==> src/rtl/mux_nx1_reg.sv <==
// mux_nx1_reg: registered N:1 channel mux with a manual select mode
// and an automatic round-robin scan mode that dwells DWELL cycles per channel.
//
// Parameters:
//   WIDTH     data width per channel
//   CHANNELS  number of input channels (2..16)
//   DWELL     cycles spent on each channel while scanning (1..255)
//
// Ports:
//   clk         system clock, rising edge
//   rst         asynchronous active-high reset
//   din         flattened channels, channel k at [k*WIDTH +: WIDTH]
//   sel         manual channel select
//   en          enable; low = idle
//   mode        0 = manual select, 1 = round-robin scan
//   dout        registered selected data
//   dout_valid  dout was captured on the previous edge
//   cur_ch      channel dout was taken from
//   wrap        one-cycle pulse on the first channel-0 sample after a full scan
//   sel_err     manual select was out of range
//   dout_par    (only with MUX_NX1_PARITY_EN) XOR-reduce of dout
//
// Build option: define MUX_NX1_PARITY_EN to add the dout_par output.
module mux_nx1_reg #(
    parameter int WIDTH    = 8,
    parameter int CHANNELS = 4,
    parameter int DWELL    = 4
) (
    input  logic                        clk,
    input  logic                        rst,
    input  logic [CHANNELS*WIDTH-1:0]   din,
    input  logic [$clog2(CHANNELS)-1:0] sel,
    input  logic                        en,
    input  logic                        mode,
    output logic [WIDTH-1:0]            dout,
    output logic                        dout_valid,
    output logic [$clog2(CHANNELS)-1:0] cur_ch,
    output logic                        wrap,
    output logic                        sel_err
`ifdef MUX_NX1_PARITY_EN
    ,
    output logic                        dout_par
`endif
);

    localparam int SEL_W = $clog2(CHANNELS);
    localparam int DW_W  = (DWELL > 1) ? $clog2(DWELL) : 1;

    localparam logic [DW_W-1:0]  DWELL_LAST = DW_W'(DWELL - 1);
    localparam logic [SEL_W-1:0] CH_LAST    = SEL_W'(CHANNELS - 1);
    localparam logic [SEL_W:0]   CH_LIM     = (SEL_W + 1)'(CHANNELS);

    typedef enum logic [1:0] {
        IDLE = 2'd0,
        MAN  = 2'd1,
        SCAN = 2'd2
    } state_t;

    state_t state;
    state_t state_nx;

    // Scan position holds the channel/dwell of the NEXT scan sample.
    // It is cleared whenever the block is not scanning, so entry into
    // scan always starts from channel 0, dwell 0.
    logic [SEL_W-1:0] scan_ch;
    logic [SEL_W-1:0] scan_ch_nx;
    logic [DW_W-1:0]  dwell;
    logic [DW_W-1:0]  dwell_nx;

    logic [WIDTH-1:0] dout_nx;
    logic [SEL_W-1:0] cur_ch_nx;
    logic             valid_nx;
    logic             wrap_nx;
    logic             err_nx;

    logic             sel_bad;
    logic [SEL_W-1:0] mux_idx;
    logic [WIDTH-1:0] data_sel;

    assign sel_bad = ({1'b0, sel} >= CH_LIM);

    always_comb begin
        state_nx = IDLE;
        if (en) begin
            state_nx = mode ? SCAN : MAN;
        end
    end

    // Out-of-range selects are steered to channel 0 so the mux
    // never indexes outside din; that data is discarded anyway.
    always_comb begin
        mux_idx = sel;
        if (state_nx == SCAN) begin
            mux_idx = scan_ch;
        end else if (sel_bad) begin
            mux_idx = '0;
        end
    end

    always_comb begin
        data_sel = '0;
        for (int k = 0; k < CHANNELS; k++) begin
            if (mux_idx == SEL_W'(k)) begin
                data_sel = din[k*WIDTH +: WIDTH];
            end
        end
    end

    always_comb begin
        dout_nx    = dout;
        cur_ch_nx  = cur_ch;
        valid_nx   = 1'b0;
        wrap_nx    = 1'b0;
        err_nx     = 1'b0;
        scan_ch_nx = '0;
        dwell_nx   = '0;

        unique case (state_nx)
            MAN: begin
                if (sel_bad) begin
                    dout_nx = '0;
                    err_nx  = 1'b1;
                end else begin
                    dout_nx   = data_sel;
                    cur_ch_nx = sel;
                    valid_nx  = 1'b1;
                end
            end
            SCAN: begin
                dout_nx   = data_sel;
                cur_ch_nx = scan_ch;
                valid_nx  = 1'b1;
                // Position (0,0) while already scanning is only
                // reachable by wrapping; on entry state is not SCAN.
                wrap_nx = (state == SCAN) &&
                          (scan_ch == '0) && (dwell == '0);
                if (dwell == DWELL_LAST) begin
                    dwell_nx   = '0;
                    scan_ch_nx = (scan_ch == CH_LAST) ? '0 : scan_ch + 1'b1;
                end else begin
                    dwell_nx   = dwell + 1'b1;
                    scan_ch_nx = scan_ch;
                end
            end
            default: begin
            end
        endcase
    end

    always_ff @(posedge clk or posedge rst) begin
        if (rst) begin
            state      <= IDLE;
            scan_ch    <= '0;
            dwell      <= '0;
            dout       <= '0;
            cur_ch     <= '0;
            dout_valid <= 1'b0;
            wrap       <= 1'b0;
            sel_err    <= 1'b0;
        end else begin
            state      <= state_nx;
            scan_ch    <= scan_ch_nx;
            dwell      <= dwell_nx;
            dout       <= dout_nx;
            cur_ch     <= cur_ch_nx;
            dout_valid <= valid_nx;
            wrap       <= wrap_nx;
            sel_err    <= err_nx;
        end
    end

`ifdef MUX_NX1_PARITY_EN
    always_ff @(posedge clk or posedge rst) begin
        if (rst) begin
            dout_par <= 1'b0;
        end else begin
            dout_par <= ^dout_nx;
        end
    end
`endif

endmodule
==> config.mk <==
export PLATFORM = sky130hd
export DESIGN_NAME = mux_nx1_reg
export DESIGN_NICKNAME = d
export VERILOG_FILES = /design/src/rtl/mux_nx1_reg.sv
export SDC_FILE = /design/constraint.sdc
export NUM_CORES = 1
export LEC_CHECK = 0
export CORE_ASPECT_RATIO = 1.1
export CORE_MARGIN = 2
export CORE_UTILIZATION = 35
export CTS_BUF_LIST = sky130_fd_sc_hd__clkbuf_16
export CTS_CLUSTER_DIAMETER = 120
export DETAILED_ROUTE_END_ITERATION = 8
export PLACE_DENSITY = 0.69
export SYNTH_ARGS = -nofsm -noshare
export SYNTH_HDL_FRONTEND = slang
export SYNTH_SLANG_ARGS = --single-unit
==> constraint.sdc <==
create_clock -name clk -period 2.7 [get_ports clk]
set_input_delay 0.27 -clock clk [delete_from_list [all_inputs] [get_ports clk]]
set_output_delay 0.27 -clock clk [all_outputs]
set_load 0.02 [all_outputs]
# Word level (Yosys, flattened, before mapping)
# Index checks and enable logic that the tools add are counted.
# classes
add_sub_neg,2
n_eq_ne,9
muxes,15
reduce_logical,7
# op_table
cell,n
8-bit two-way mux,4
2-bit two-way mux,8
2-bit == test (second input constant),6
2-bit zero test,3
2-bit by 1-bit adder with 2-bit output (second input constant),2
2-bit by 1-bit == test with 1-bit output (second input constant),2
2-bit case mux with 2 select lines,1
1-bit logical AND,2
1-bit two-way mux,2
2-bit by 1-bit inequality test with 1-bit output (second input constant),1
2-bit nonzero test,1
2-bit OR reduction,1
# word_totals
reg_bits,18
inputBits,38
out_inout_bits,13
wordCells,40

# Depth between registers and ports, before layout
# Gate-level depths: netlist of the first run.
# logic_depth
ltp_word,9
mapped_depth,6
mapped_depth_nobuf,5

# Least setup slack after synthesis of the first run
# Ideal clock, no wire load.
# synth_timing
path_type,reg-to-reg
startpoint,register scan_ch[1]
endpoint,register dout[3]
arrival_time_ns,1.308
t_required_ns,2.574
setup_slack_ns,1.266
path_stages_with_launch,6
synth_period_minus_slack_ns,1.434
path_cell_list,dfrtp_1 -> buf_2 -> and3_1 -> or3b_4 -> a21oi_1 -> a21oi_1
# synth_between
elab_chain_len,6
elab_cells_between_ends,9
# synth_rtl
item,line_no,rtl
"start, declared",65,logic [SEL_W-1:0] scan_ch;
"start signal, assigned",162,scan_ch <= scan_ch_nx;
2-bit two-way mux *,93,if (state_nx == SCAN) begin
2-bit zero test,103,if (mux_idx == SEL_W'(k)) begin
8-bit two-way mux (3 in a row),103,
8-bit two-way mux *,103,
"end signal, assigned",164,dout <= dout_nx;
"end, declared",35,"output logic [WIDTH-1:0] dout,"
# Every way passes the cells marked *; elsewhere a longest branch is shown, timed or not.
# A chain may end at the register's enable or synchronous reset.

# Worst setup path after layout of the first run
# layout_timing
startpoint,input mode
endpoint,register dout[7]
# layout_between
elab_chain_len,9
elab_cells_between_ends,14
# layout_rtl
item,line_no,rtl
"start, declared",34,"input logic mode,"
2-bit two-way mux *,85,state_nx = mode ? SCAN : MAN;
2-bit two-way mux *,84,if (en) begin
2-bit == test,"93, 118",
2-bit two-way mux,93,
2-bit zero test,103,
8-bit two-way mux (4 in a row),103,
# Marked as above.

==> results.cfg, run 1 <==
[die]
boundaryPins = 51
fp.dieArea_um2 = 3722
coreArea_um2 = 3074
dieWidth_um = 58.35
floorplan.rows = 21
floorplan.die.height_um = 63.79
initial_core_utilization_pct = 37.00

[run]
drv_cap = 0

[worst_setup_path]
timing.rr.start = scan_ch[1]
worst_ep_arrival_time_ns = 2.14
critical_path.max_fanout = 12
cp-end-kind = flip-flop
timing.reg2reg.worst_path_depth = 4
critical_path_start_type = input pin
r2r_slack_ns = 1.10
rr_endpoint = dout[1]
critical_path_class = in2reg
worst_ep_required_time_ns = 2.88

[routing]
antenna_left = 0
route.detailed.drc = 0
vias_per_cell = 5.304
wl_per_cell_um = 14.66
detailedRoute.firstIterationViolations = 28
first_pass_iters = 4
via_count = 1098
detail_route.wirelength_um = 3035

[final_layout]
final_cell_utilization_of_the_core_pct = 55.51
layout-drive-gt1-share_pct = 5.202
num-fill-cells = 298
antenna-diode-count = 0
layout.nets = 216
flow.area_growth_from_synthesis_pct = 50.06

[synth]
summed_instance_area_of_the_synthesized_netlist_um2 = 1137
synthFlopType = dfrtp_1
synth_area_per_cell_um2 = 8.817
yosysWarningCount = 0
yosys.area.top_type = dfrtp_1
synth_common_cells = dfrtp_1 (18), a21oi_1 (16), nor2_1 (12), and3_1 (8), mux2i_1 (6)
number_of_storage_elements_in_the_synthesis_netlist = 18
syn-instance-count = 129
synth_enable_flop_cells = 0
syn_nets = 171
synth_cell_type_count = 36
postSynth.asyncResetShare_pct = 100.0
top_count_cell_post_synth = dfrtp_1
synth_sequential_area_ratio_pct = 39.60
synth_top_cells_by_area = dfrtp_1 (40%), a21oi_1 (7.0%), mux2i_1 (5.3%)
netlist.area_leader.share_pct = 39.60

[sta]
period_minus_slack_ns = 1.963
finalHoldViolations = 0
max_freq_mhz = 509.4
worst_slew_pin_slew_ns = 0.6896
final_max_slew_violation_count = 0
grt_setup_unrepaired = no
report.final.setup_viol = 0
max-slew-margin-rel_pct = 53.98
fin_worst_skew_ns = 0.002004
finalSetupTns_ns = 0
finalCritPeriodShare_pct = 72.71

[global_routing]
grt_pass1_wl_um = 4961
grt_start_max_net_pins = 19
grt_pass1_vias = 1119
grt_remaining_overflow = 0
grt_antenna_before_repair = 0
global_route.usage.total_pct = 17.21

[clock_network]
clkLatencyLatePin_ns = 0.25
cts_setup_buffers = 0
cts-root-buf = clkbuf_16
clock_tree.htree_level_count = 1
post_cts_resize_count = 0
worst_setup_hold_path_clk_slew_ns = 0.05
clock_path_buffers = 2
post_cts_hold_buffer_count = 0
cts_tree = yes
numClockSinks = 18
cts_made_buffers = 3

[placed_design]
detailedPlacementHpwl_um = 2363
place_congestion = 0.7915
port_buffers = 49

[power_and_ir_drop]
power.density_nw_per_um2 = 487.2
static-leakage-power_nw = 0.7210
ir_drop_v = 0.0003493

[outcome]
status = complete, no violations

[worst_hold_path]
min_path_type = in2async
[cells by family (layout without fill, tap and decap cells)]
kind of cell,Yosys count,after routing,synth area share (%)
multiplexers,7,7,6.271
AO/OA/AOI/OAI,39,39,20.24
flip-flops,18,18,39.60
buffers and inverters,16,60,6.380
AND/OR/NAND/NOR,44,44,22.77
other,1,1,0.3297
adder cells (fa/ha/maj),4,4,4.401
[worst max-delay path by stage]
stage	from	to	slack [ns]
floorplan	scan_ch[1]	dout[3]	1.27
global placement	en	dout[1]	0.46
detailed placement	en	dout[1]	0.52
CTS	en	dout[1]	0.78
global route	mode	dout[3]	0.53
finish	mode	dout[7]	0.74
[layout make-up]
type,instances,area (um2),area share [%]
tap,34,42.54,2.493
inverter,6,22.52,1.320
clock inverter,1,3.754,0.2199
multi-input combinational,95,614.3,36.00
timing repair buffer,50,498.0,29.18
clock buffer,3,75.07,4.399
sequential,18,450.4,26.39
[metal layers]
layer / vias to the layer above / share of wire (%) / track usage [%] / wire [um]
li1: 553 / - / - / -
met1: 496 / 41 / 20.10 / 1252
met2: 44 / 49 / 29.49 / 1495
met3: 5 / 7.8 / 4.656 / 236
met4: 0 / 1.6 / 6.395 / 49
met5: - / 0 / 0 / 0
[worst max-delay path: stages]
cell,delay [ns]
clkdlybuf4s50_1,0.71
nand2_2,0.24
mux2i_1,0.55
o21ai_0,0.21
a21oi_1,0.16
[cell usage in the layout, fill, tap and decap left out, drive strengths merged, types with 2 or more instances in the layout]
| cell | count |
|---|---|
| clkdlybuf4s50 | 49 |
| dfrtp | 18 |
| a21oi | 16 |
| nor2 | 12 |
| o21ai | 9 |
| and3 | 8 |
| mux2i | 6 |
| inv | 6 |
| a21boi | 5 |
| o22ai | 5 |
| nor4 | 4 |
| ha | 4 |
| and3b | 3 |
| clkbuf | 3 |
| nand2 | 3 |
| nor3b | 2 |
| nand3b | 2 |
| nand4b | 2 |
| nand3 | 2 |
| nor2b | 2 |
[registers in the layout (all words and copies together), names as in the netlist]
name / cells
wrap: 1
scan_ch: 2
dwell: 2
dout_valid: 1
cur_ch: 2
dout: 8
state: 2
[power breakdown]
| part | switching (mW) | internal, mW |
|---|---|---|
| combinational | 0.0986 | 0.120 |
| sequential | 0.0150 | 0.294 |
| clock | 0.106 | 0.197 |
| total | 0.220 | 0.612 |
[metrics by stage]
step | area (um2) | setup slack (ns) | cells | power [mW] | hold WS (ns)
6_report | 1707 | 0.7367 | 207 | 0.8314 | 0.4268
5_1_grt | 1707 | 0.5278 | 207 | 0.8632 | 0.4965
4_1_cts | 1707 | 0.7797 | 207 | 0.8368 | 0.4660
3_5_place_dp | 1628 | 0.5221 | 203 | 0.5333 | 0.4677
3_3_place_gp | 1628 | 0.4604 | 203 | 0.5308 | 0.4690
2_1_floorplan | 1137 | 1.266 | 129 | 0.4179 | 0.2086
Note: power is estimated with default switching activity, not from simulation.
==> run 2, diff against run 1 <==
==> constraint.sdc (replaced) <==
create_clock -name clk -period 1.95 [get_ports clk]
set_input_delay 0.195 -clock clk [delete_from_list [all_inputs] [get_ports clk]]
set_output_delay 0.195 -clock clk [all_outputs]
set_load 0.02 [all_outputs]
==> results.cfg, run 2 (synthesized netlist as in run 1, its figures left out) <==
[global_routing]
grt_pass1_vias = 1241
grt_remaining_overflow = 0
grt_antenna_before_repair = 0
busiest_layer = met2
global_route.usage.met1_pct = 20.92
met3_usage_pct = 6.275
global_route.usage.total_pct = 19.69
grt_start_max_net_pins = 19
global_route.usage.met2_pct = 35.96
grt_pass1_wl_um = 5568

[sta]
worst_slew_pin_slew_ns = 0.7059
fin_worst_skew_ns = 0.004480
period_minus_slack_ns = 1.628
finalHoldViolations = 0
finalCritPeriodShare_pct = 83.50
final_max_slew_violation_count = 0
report.final.setup_viol = 0
grt_setup_unrepaired = no
max-slew-margin-rel_pct = 52.89
finalSetupTns_ns = 0
max_freq_mhz = 614.2

[worst_setup_path]
worst_ep_arrival_time_ns = 1.76
cp-end-kind = flip-flop
critPathSlowestCell = clkdlybuf4s50_1
critical_path.max_fanout = 7
timing.rr.start = scan_ch[1]
critical_path_class = in2reg
critical_path_start_type = input pin
critical-path-top-cell-by-count = nor4_1
crit_buf_inv = 1
critical_path.max_stage_delay_ns = 0.54
launching_element_of_the_worst_setup_path = en
cp_cell_sequence = clkdlybuf4s50_1 -> nand2_2 -> mux2_2 -> nor4_1 -> nor4_1
cp_top_family = simple AND/OR/NAND/NOR gates
worst_ep_required_time_ns = 2.08

[clock_network]
cts_setup_buffers = 0
clock_path_buffers = 2
cts_tree = yes
post_cts_resize_count = 0
post_cts_hold_buffer_count = 0
clock_tree.htree_level_count = 1
cts-root-buf = clkbuf_16
numClockSinks = 18
worst_setup_hold_path_clk_slew_ns = 0.06
cts_made_buffers = 3
clkLatencyLatePin_ns = 0.26

[power_and_ir_drop]
total_power_mw = 1.175
power.density_nw_per_um2 = 662.2
static-leakage-power_nw = 0.7630
ir_drop_v = 0.0004429

[routing]
wl_per_cell_um = 15.32
detail_route.wirelength_um = 3310
vias_per_cell = 5.486
antenna_left = 0
route.detailed.drc = 0
detailedRoute.firstIterationViolations = 18
via_count = 1185
first_pass_iters = 4

[final_layout]
layout-drive-gt1-share_pct = 9.890
mostFrequentLayoutCell = clkdlybuf4s50_1
antenna-diode-count = 0
flow.area_growth_from_synthesis_pct = 56.00
layout.nets = 225
num-fill-cells = 297
layout_common_cells = clkdlybuf4s50_1 (49), dfrtp_1 (18), a21oi_1 (16), nor2_1 (12), buf_4 (10)
largest_reg_flops = 8
registers.top_by_ff_count = dout
design_area_um2 = 1774

[placed_design]
place_congestion = 0.8300
dpl-instance-area_um2 = 1695
detailedPlacementHpwl_um = 2620
port_buffers = 49

[die]
boundaryPins = 51
floorplan.die.height_um = 63.79
initial_core_utilization_pct = 37.00
coreArea_um2 = 3074
floorplan.rows = 21
fp.dieArea_um2 = 3722
dieWidth_um = 58.35

[run]
drv_cap = 0

[outcome]
status = complete, no violations

[worst_hold_path]
min_path_type = in2async
## run 2: worst paths after layout
check	end	slack [ns]	cells past startpoint
max	dout[0]	0.32	5
min	state[1]	0.36	2
max reg2reg	dout[7]	0.39	4
min reg2reg	dwell[0]	0.46	1
max in group asynchronous	dout[1]	1.14	2
min in group clk	dwell[0]	0.46	1
## run 2: final cells by class
| type | count | area, um2 | area share [%] |
|---|---|---|---|
| multi-input cells | 95 | 614.3 | 34.63 |
| repair buffers | 59 | 565.5 | 31.88 |
| flip-flops and latches | 18 | 450.4 | 25.39 |
| clock buffers | 3 | 75.07 | 4.231 |
| well taps | 34 | 42.54 | 2.398 |
| inverters | 6 | 22.52 | 1.269 |
| clock inverters | 1 | 3.754 | 0.2116 |
## run 2: through the flow
step | instances | hold slack (ns) | util (%) | setup WS, ns
after floorplan | 129 | 0.1336 | - | 0.5162
after global placement | 212 | 0.4500 | 55.15 | 0.1391
after detailed placement | 212 | 0.4563 | 55.15 | 0.05963
after CTS | 216 | 0.3857 | 57.71 | 0.3201
after global routing | 216 | 0.4257 | 57.71 | 0.2305
final | 216 | 0.3592 | 57.71 | 0.3218
## run 2: report_power, final
part | switching (mW) | internal (mW)
registers | 0.0216 | 0.408
clock network | 0.153 | 0.273
logic | 0.142 | 0.177
total | 0.317 | 0.858
## run 2: metal layers
| layer | vias to the layer above | wire length, um |
|---|---|---|
| li1 | 570 | - |
| met1 | 569 | 1323 |
| met2 | 41 | 1711 |
| met3 | 5 | 223 |
| met4 | 0 | 51 |
| met5 | - | 0 |
